==> src/rtl/systolic_feeder_pkg.sv <==
// Shared array geometry, feeder timing constants and the feeder state encoding.
package systolic_feeder_pkg;
    localparam int ARRAY_ROWS   = 8;
    localparam int ARRAY_COLS   = 8;
    localparam int ACT_WIDTH    = 8;
    localparam int WGT_WIDTH    = 8;
    localparam int MAC_LATENCY  = 3;
    localparam int K_WIDTH      = 16;
    // Enabled cycles needed for the last beat to reach the far corner PE and retire.
    localparam int FLUSH_CYCLES = (ARRAY_ROWS - 1) + (ARRAY_COLS - 1) + MAC_LATENCY;
    localparam int FLUSH_W      = $clog2(FLUSH_CYCLES);

    typedef enum logic [2:0] {
        IDLE,
        CLEAR,
        FEED,
        DRAIN,
        DONE
    } feeder_state_t;
endpackage

==> src/rtl/systolic_feeder_if.sv <==
// Joint activation/weight stream from the tile buffers into the feeder.
interface systolic_feeder_if;
    import systolic_feeder_pkg::*;

    logic                            act_valid;
    logic                            act_ready;
    logic [ACT_WIDTH*ARRAY_ROWS-1:0] act_data;
    logic                            wgt_valid;
    logic                            wgt_ready;
    logic [WGT_WIDTH*ARRAY_COLS-1:0] wgt_data;

    modport master (
        output act_valid, act_data, wgt_valid, wgt_data,
        input  act_ready, wgt_ready
    );

    modport slave (
        input  act_valid, act_data, wgt_valid, wgt_data,
        output act_ready, wgt_ready
    );
endinterface

==> src/rtl/systolic_feeder_act_skew_line.sv <==
// Enable-gated delay line that skews one activation row by DEPTH array cycles.
module act_skew_line #(
    parameter int DEPTH = 1,
    parameter int WIDTH = 8
) (
    input  logic             clk,
    input  logic             clr,
    input  logic             en,
    input  logic [WIDTH-1:0] din,
    output logic [WIDTH-1:0] dout
);
    logic [WIDTH-1:0] stages [DEPTH];

    always_ff @(posedge clk) begin
        if (clr) begin
            for (int i = 0; i < DEPTH; i++) stages[i] <= '0;
        end else if (en) begin
            stages[0] <= din;
            for (int i = 1; i < DEPTH; i++) stages[i] <= stages[i-1];
        end
    end

    assign dout = stages[DEPTH-1];
endmodule

==> src/rtl/systolic_feeder.sv <==
// West/north boundary feeder for the 8x8 weight-stationary array: skews
// activations, sequences array controls and zero-flushes the pipeline per tile.
//
//   state | meaning
//   IDLE  | waiting for start
//   CLEAR | one cycle clearing array accumulators and feeder skew lines
//   FEED  | accepting joint act/wgt beats; no beat means array stalled
//   DRAIN | FLUSH_CYCLES enabled cycles pushing zeros through the array
//   DONE  | one-cycle completion pulse; accumulators hold the tile result
module systolic_feeder
    import systolic_feeder_pkg::*;
(
    input  logic                            clk,
    input  logic                            rst,
    input  logic                            start,
    input  logic [K_WIDTH-1:0]              k_len,
    output logic                            busy,
    output logic                            done,
    output logic                            tile_overflow,
    systolic_feeder_if.slave                strm,
    output logic                            sa_enable,
    output logic                            sa_clear_acc,
    output logic                            sa_valid_reset,
    output logic [ACT_WIDTH*ARRAY_ROWS-1:0] sa_act_packed,
    output logic [WGT_WIDTH*ARRAY_COLS-1:0] sa_wgt_packed,
    output logic                            sa_data_valid_in,
    input  logic                            sa_any_overflow
);
    feeder_state_t      state;
    logic [K_WIDTH-1:0] beats_left;
    logic [FLUSH_W-1:0] flush_cnt;
    logic               fire;
    logic               skew_clr;

    assign fire          = (state == FEED) && strm.act_valid && strm.wgt_valid;
    assign strm.act_ready = (state == FEED) && strm.wgt_valid;
    assign strm.wgt_ready = (state == FEED) && strm.act_valid;

    assign busy             = (state != IDLE);
    assign done             = (state == DONE);
    assign sa_clear_acc     = (state == CLEAR);
    assign sa_valid_reset   = (state == CLEAR);
    assign sa_enable        = fire || (state == DRAIN);
    assign sa_data_valid_in = fire;
    assign sa_wgt_packed    = fire ? strm.wgt_data : '0;
    assign skew_clr         = rst || (state == CLEAR);

    always_ff @(posedge clk) begin
        if (rst) begin
            state         <= IDLE;
            beats_left    <= '0;
            flush_cnt     <= '0;
            tile_overflow <= 1'b0;
        end else begin
            case (state)
                IDLE: begin
                    if (start) begin
                        tile_overflow <= 1'b0;
                        beats_left    <= k_len;
                        state         <= (k_len == '0) ? DONE : CLEAR;
                    end
                end
                CLEAR: begin
                    tile_overflow <= 1'b0;
                    state         <= FEED;
                end
                FEED: begin
                    if (fire) begin
                        tile_overflow <= tile_overflow | sa_any_overflow;
                        beats_left    <= beats_left - K_WIDTH'(1);
                        if (beats_left == K_WIDTH'(1)) begin
                            flush_cnt <= FLUSH_W'(FLUSH_CYCLES - 1);
                            state     <= DRAIN;
                        end
                    end
                end
                DRAIN: begin
                    tile_overflow <= tile_overflow | sa_any_overflow;
                    if (flush_cnt == '0) state <= DONE;
                    else                 flush_cnt <= flush_cnt - FLUSH_W'(1);
                end
                DONE:    state <= IDLE;
                default: state <= IDLE;
            endcase
        end
    end

    // Row 0 needs no delay; deeper rows see zeros whenever no beat is accepted.
    assign sa_act_packed[0 +: ACT_WIDTH] = fire ? strm.act_data[0 +: ACT_WIDTH] : '0;

    for (genvar r = 1; r < ARRAY_ROWS; r++) begin : g_skew
        act_skew_line #(
            .DEPTH(r),
            .WIDTH(ACT_WIDTH)
        ) u_skew (
            .clk  (clk),
            .clr  (skew_clr),
            .en   (sa_enable),
            .din  (fire ? strm.act_data[r*ACT_WIDTH +: ACT_WIDTH] : '0),
            .dout (sa_act_packed[r*ACT_WIDTH +: ACT_WIDTH])
        );
    end
endmodule

==> src/flat_wrapper.sv <==
// flat-port wrapper written by rule: the top's interface ports become plain ports
module systolic_feeder_flat import systolic_feeder_pkg::*;
  (clk, rst, start, k_len, busy, done, tile_overflow, sa_enable, sa_clear_acc, sa_valid_reset, sa_act_packed, sa_wgt_packed, sa_data_valid_in, sa_any_overflow, strm_act_valid, strm_act_data, strm_wgt_valid, strm_wgt_data, strm_act_ready, strm_wgt_ready);
  systolic_feeder_if strm_i ();
  input  logic clk;
  input  logic rst;
  input  logic start;
  input  logic [K_WIDTH-1:0] k_len;
  output logic busy;
  output logic done;
  output logic tile_overflow;
  output logic sa_enable;
  output logic sa_clear_acc;
  output logic sa_valid_reset;
  output logic [ACT_WIDTH*ARRAY_ROWS-1:0] sa_act_packed;
  output logic [WGT_WIDTH*ARRAY_COLS-1:0] sa_wgt_packed;
  output logic sa_data_valid_in;
  input  logic sa_any_overflow;
  input wire logic [$bits(strm_i.act_valid)-1:0] strm_act_valid;
  input wire logic [$bits(strm_i.act_data)-1:0] strm_act_data;
  input wire logic [$bits(strm_i.wgt_valid)-1:0] strm_wgt_valid;
  input wire logic [$bits(strm_i.wgt_data)-1:0] strm_wgt_data;
  output wire logic [$bits(strm_i.act_ready)-1:0] strm_act_ready;
  output wire logic [$bits(strm_i.wgt_ready)-1:0] strm_wgt_ready;
  assign strm_i.act_valid = strm_act_valid;
  assign strm_i.act_data = strm_act_data;
  assign strm_i.wgt_valid = strm_wgt_valid;
  assign strm_i.wgt_data = strm_wgt_data;
  assign strm_act_ready = strm_i.act_ready;
  assign strm_wgt_ready = strm_i.wgt_ready;
  systolic_feeder u_core (.clk(clk), .rst(rst), .start(start), .k_len(k_len), .busy(busy), .done(done), .tile_overflow(tile_overflow), .strm(strm_i), .sa_enable(sa_enable), .sa_clear_acc(sa_clear_acc), .sa_valid_reset(sa_valid_reset), .sa_act_packed(sa_act_packed), .sa_wgt_packed(sa_wgt_packed), .sa_data_valid_in(sa_data_valid_in), .sa_any_overflow(sa_any_overflow));
endmodule
==> config.mk <==
export PLATFORM = sky130hd
export DESIGN_NAME = systolic_feeder_flat
export DESIGN_NICKNAME = d
export VERILOG_FILES = /design/src/rtl/systolic_feeder_pkg.sv /design/src/rtl/systolic_feeder_if.sv /design/src/rtl/systolic_feeder_act_skew_line.sv /design/src/rtl/systolic_feeder.sv /design/src/flat_wrapper.sv
export SDC_FILE = /design/constraint.sdc
export NUM_CORES = 1
export LEC_CHECK = 0
export BUFFER_PORTS_ARGS = -buffer_cell sky130_fd_sc_hd__buf_4
export CAP_MARGIN = 25
export CORE_ASPECT_RATIO = 1.25
export CORE_MARGIN = 1.5
export CORE_UTILIZATION = 50
export DETAILED_ROUTE_END_ITERATION = 10
export PLACE_DENSITY = 0.79
export RECOVER_POWER = 100
export SYNTH_ARGS = -nofsm -noshare
export SYNTH_HDL_FRONTEND = slang
export SYNTH_SLANG_ARGS = --single-unit
==> constraint.sdc <==
create_clock -name clk -period 13.1 [get_ports clk]
set_input_delay 2.62 -clock clk [delete_from_list [all_inputs] [get_ports clk]]
set_output_delay 2.62 -clock clk [all_outputs]
set_load 0.005 [all_outputs]
==> results.sh <==
export IMPL_r2r_end="u_core.g_skew[5].u_skew.stages[0][6]$_SDFFCE_PN0P_"
export IMPL_pwr_share_comb_pct=13.7
export IMPL_cts_resized=0
export IMPL_coreArea_um2=21000
export IMPL_grt_pass1_vias=6866
export IMPL_nets=1200
export IMPL_synth_top_area_cell="edfxtp_1"
export IMPL_p_int_uw=1450
export IMPL_postLayoutCoreUtil_pct=63.9
export IMPL_crit_family="buffers and inverters"
export IMPL_yosysUniqueCellTypes=60
export IMPL_synth_avg_cell_area_um2=13.1
export IMPL_die_h_um=167
export IMPL_dp_worst_setup_slack_ns=6.35
export IMPL_syn_nets=974
export IMPL_fin_ws_ns=3.89
export IMPL_slowest_delay_ns=2.70
export IMPL_power_uw=1920
export IMPL_period_needed_ns=9.21
export IMPL_syn_to_final_growth_pct=24.9
export IMPL_critPathSlowestCell="clkbuf_1"
export IMPL_via_count=7078
export IMPL_reg2reg_from="u_core.state[2]$_SDFFE_PP0P_"
export IMPL_timing_final_max_slew_violations=437
export IMPL_ios=287
export IMPL_switching_share_pct=24.4
export IMPL_async_flop_share_pct=0
export IMPL_worst_path_buf_inv=4
export IMPL_cap_violations=6
export IMPL_clk_latency_ns=0.51
export IMPL_drive_above_1_share_pct=29.2
export IMPL_peakVddDrop_mv=0.103
export IMPL_place_gp_congestion=0.885
export IMPL_seqPwrFrac_pct=53.3
export IMPL_min_to="u_core.beats_left[15]$_SDFFE_PP0P_"
export IMPL_yosys_warnings=0
export IMPL_clock_sinks=249
export IMPL_cp_required_ns=13.45
export IMPL_final_cell_mix="and3_1 (226), edfxtp_1 (224), buf_4 (211)"
export IMPL_synth_edff_count=224
export IMPL_clock_skew_final_ns=0.00737
export IMPL_mostFrequentLayoutCell="and3_1"
export IMPL_initial_utilization_pct=51.2
export IMPL_fin_hold_ws_ns=0.488
export IMPL_drc=0
export IMPL_hold_class="reg2reg"
export IMPL_pwr_share_clk_pct=32.9
export IMPL_drt_pass1_iter_count=5
export IMPL_clock_path_buffers=3
export IMPL_grt_max_degree=155
export IMPL_synth_ff_type="edfxtp_1"
export IMPL_synth_area_leaders="edfxtp_1 (63%), and3_1 (13%), dfxtp_1 (4.7%)"
export IMPL_hold_depth=2
export IMPL_switchingPower_uw=468
export IMPL_cts_setup_buffers=0
export IMPL_p_leak_uw=0.00617
export IMPL_setup_worst_path_class="in2reg"
export IMPL_grt_pass1_wl_um=34900
export IMPL_avgViaCountPerCell=5.28
export IMPL_cts_buffers=24
export IMPL_worst_slew_pin_slew_ns=3.78
export IMPL_grt_overflow_total=0
export IMPL_drt_initial_drc_count=521
export IMPL_wire_per_inst_um=16.9
export IMPL_synthCells=821
export IMPL_netlist_area_leader_share_pct=62.7
export IMPL_cts_tree="done"
export IMPL_cp_end_kind="flip-flop"
export IMPL_status="finished, violations left"
export IMPL_cts_root_buf="clkbuf_16"
export IMPL_max_freq_mhz=109
export IMPL_crit_cells=6
export IMPL_rows=59
export IMPL_cpMostUsedCell="clkbuf_1"
export IMPL_rr_worst_depth=6
export IMPL_wl_um=22600
export IMPL_grtUsageTotal_pct=19.7
export IMPL_cts_hold_buf=0
export IMPL_arrival_ns=9.55
export IMPL_violations="max-capacitance violations, max-slew violations"
export IMPL_port_buffers=286
export IMPL_antenna_found_initial=6
export IMPL_ant_nets=0
export IMPL_rsz0062_at_grt="false"
export IMPL_power_density_nw_per_um2=143
export IMPL_crit_chain="clkbuf_1 > inv_1 > and2_0 > clkbuf_1 > clkbuf_1 > and3_1"
export IMPL_mappedNetlistArea_um2=10700
export IMPL_die_area_um2=22300
export IMPL_fp_dieW_um=134
export IMPL_finalSetupViolCount=0
export IMPL_r2r_slack_ns=5.82
export IMPL_synth_seq_cells=249
export IMPL_tns_ns=0
export IMPL_critPathLaunchType="input pin"
export IMPL_path_max_fanout=123
export IMPL_hold_viol=0
export IMPL_clk_pin_slew_ns=0.06
export IMPL_dp_hpwl_um=14700
export IMPL_hold_path_startpoint="u_core.beats_left[15]$_SDFFE_PP0P_"
export IMPL_htreeDepth=1
export IMPL_ys_seq_area_share_pct=67.4
export IMPL_period_share_pct=70.3
export IMPL_max_slew_margin_pct=-152
metrics by stage:
| stage | instance area, um^2 | instances |
|---|---|---|
| floorplan | 10700 | 821 |
| global placement | 12800 | 1293 |
| detailed placement | 12800 | 1293 |
| CTS | 13500 | 1334 |
| global route | 13400 | 1341 |
| finish | 13400 | 1341 |
layer usage:
layer	vias to the layer above	track usage, %	part of all wire [%]
li1	3476	-	-
met1	3305	23.8	40
met2	266	34.0	51
met3	31	4.17	6.3
met4	0	8.46	2.3
met5	-	0	0
synth_stat cells, types with 3 or more instances:
cell and instances:
or3_1 3, inv_1 11, nand3_1 9, nor3_1 10, clkbuf_1 32, o21ai_0 11
a31oi_1 4, buf_4 28, nand2_1 15, edfxtp_1 224, ha_1 3, nand4_1 7
and3_1 226, and2_1 79, nor4_1 9, o21ai_1 3, nor2_1 16, buf_2 31
o32ai_1 4, dfxtp_1 25, o211ai_1 4, nand2b_1 4, nor3b_2 3, a21oi_1 18
kinds of logic after synthesis:
| kind of cell | count (synthesis) | share of synthesized area, % |
|---|---|---|
| adders and majority gates | 3 | 0.350 |
| AOI/OAI and AO/OA | 63 | 3.86 |
| muxes | 2 | 0.198 |
| buffers and inverters | 107 | 5.25 |
| DFF | 249 | 67.4 |
| and+or+nand+nor | 395 | 22.8 |
| xor gates and xnor gates | 2 | 0.163 |
worst max path at each step:
stage                              start                                                  to
after floorplan           strm_act_valid  u_core.g_skew[1].u_skew.stages[0][0]$_SDFFCE_PN0P_
after global placement    strm_act_valid                                    sa_act_packed[6]
after detailed placement  strm_act_valid                                    sa_wgt_packed[8]
after CTS                 strm_act_valid                                    sa_wgt_packed[8]
after global routing                 rst  u_core.g_skew[4].u_skew.stages[2][2]$_SDFFCE_PN0P_
final                                rst  u_core.g_skew[5].u_skew.stages[0][6]$_SDFFCE_PN0P_
power by group through the flow:
stage	Sequential, uW	Combinational, uW	Clock, uW
CTS	1020	273	645
detailed placement	1040	271	0
finish	1020	263	631
global placement	1030	269	0
floorplan	1050	168	0
global route	1030	289	675
final cells by class:
| cell class | instances | area (um^2) |
|---|---|---|
| Fill cell | 1614 | 7570 |
| Sequential cell | 249 | 7230 |
| Multi-Input combinational cell | 465 | 2940 |
| Timing Repair Buffer | 295 | 2120 |
| Clock buffer | 29 | 619 |
| Tap cell | 274 | 343 |
| Clock inverter | 12 | 91.3 |
| Inverter | 12 | 45.0 |
| Antenna cell | 5 | 12.5 |
worst min-delay path, cell delays in order (launching register included):
cell     delay (ns)
dfxtp_1        0.31
inv_1          0.05
o32ai_1        0.08
state kept, by name, indices dropped and copies added, names as in the netlist:
name / cells
u_core.g_skew.u_skew.stages: 224
u_core.beats_left: 16
u_core.state: 3
u_core.flush_cnt: 5
u_core.tile_overflow: 1
Note: power is estimated with default switching activity, not from simulation.
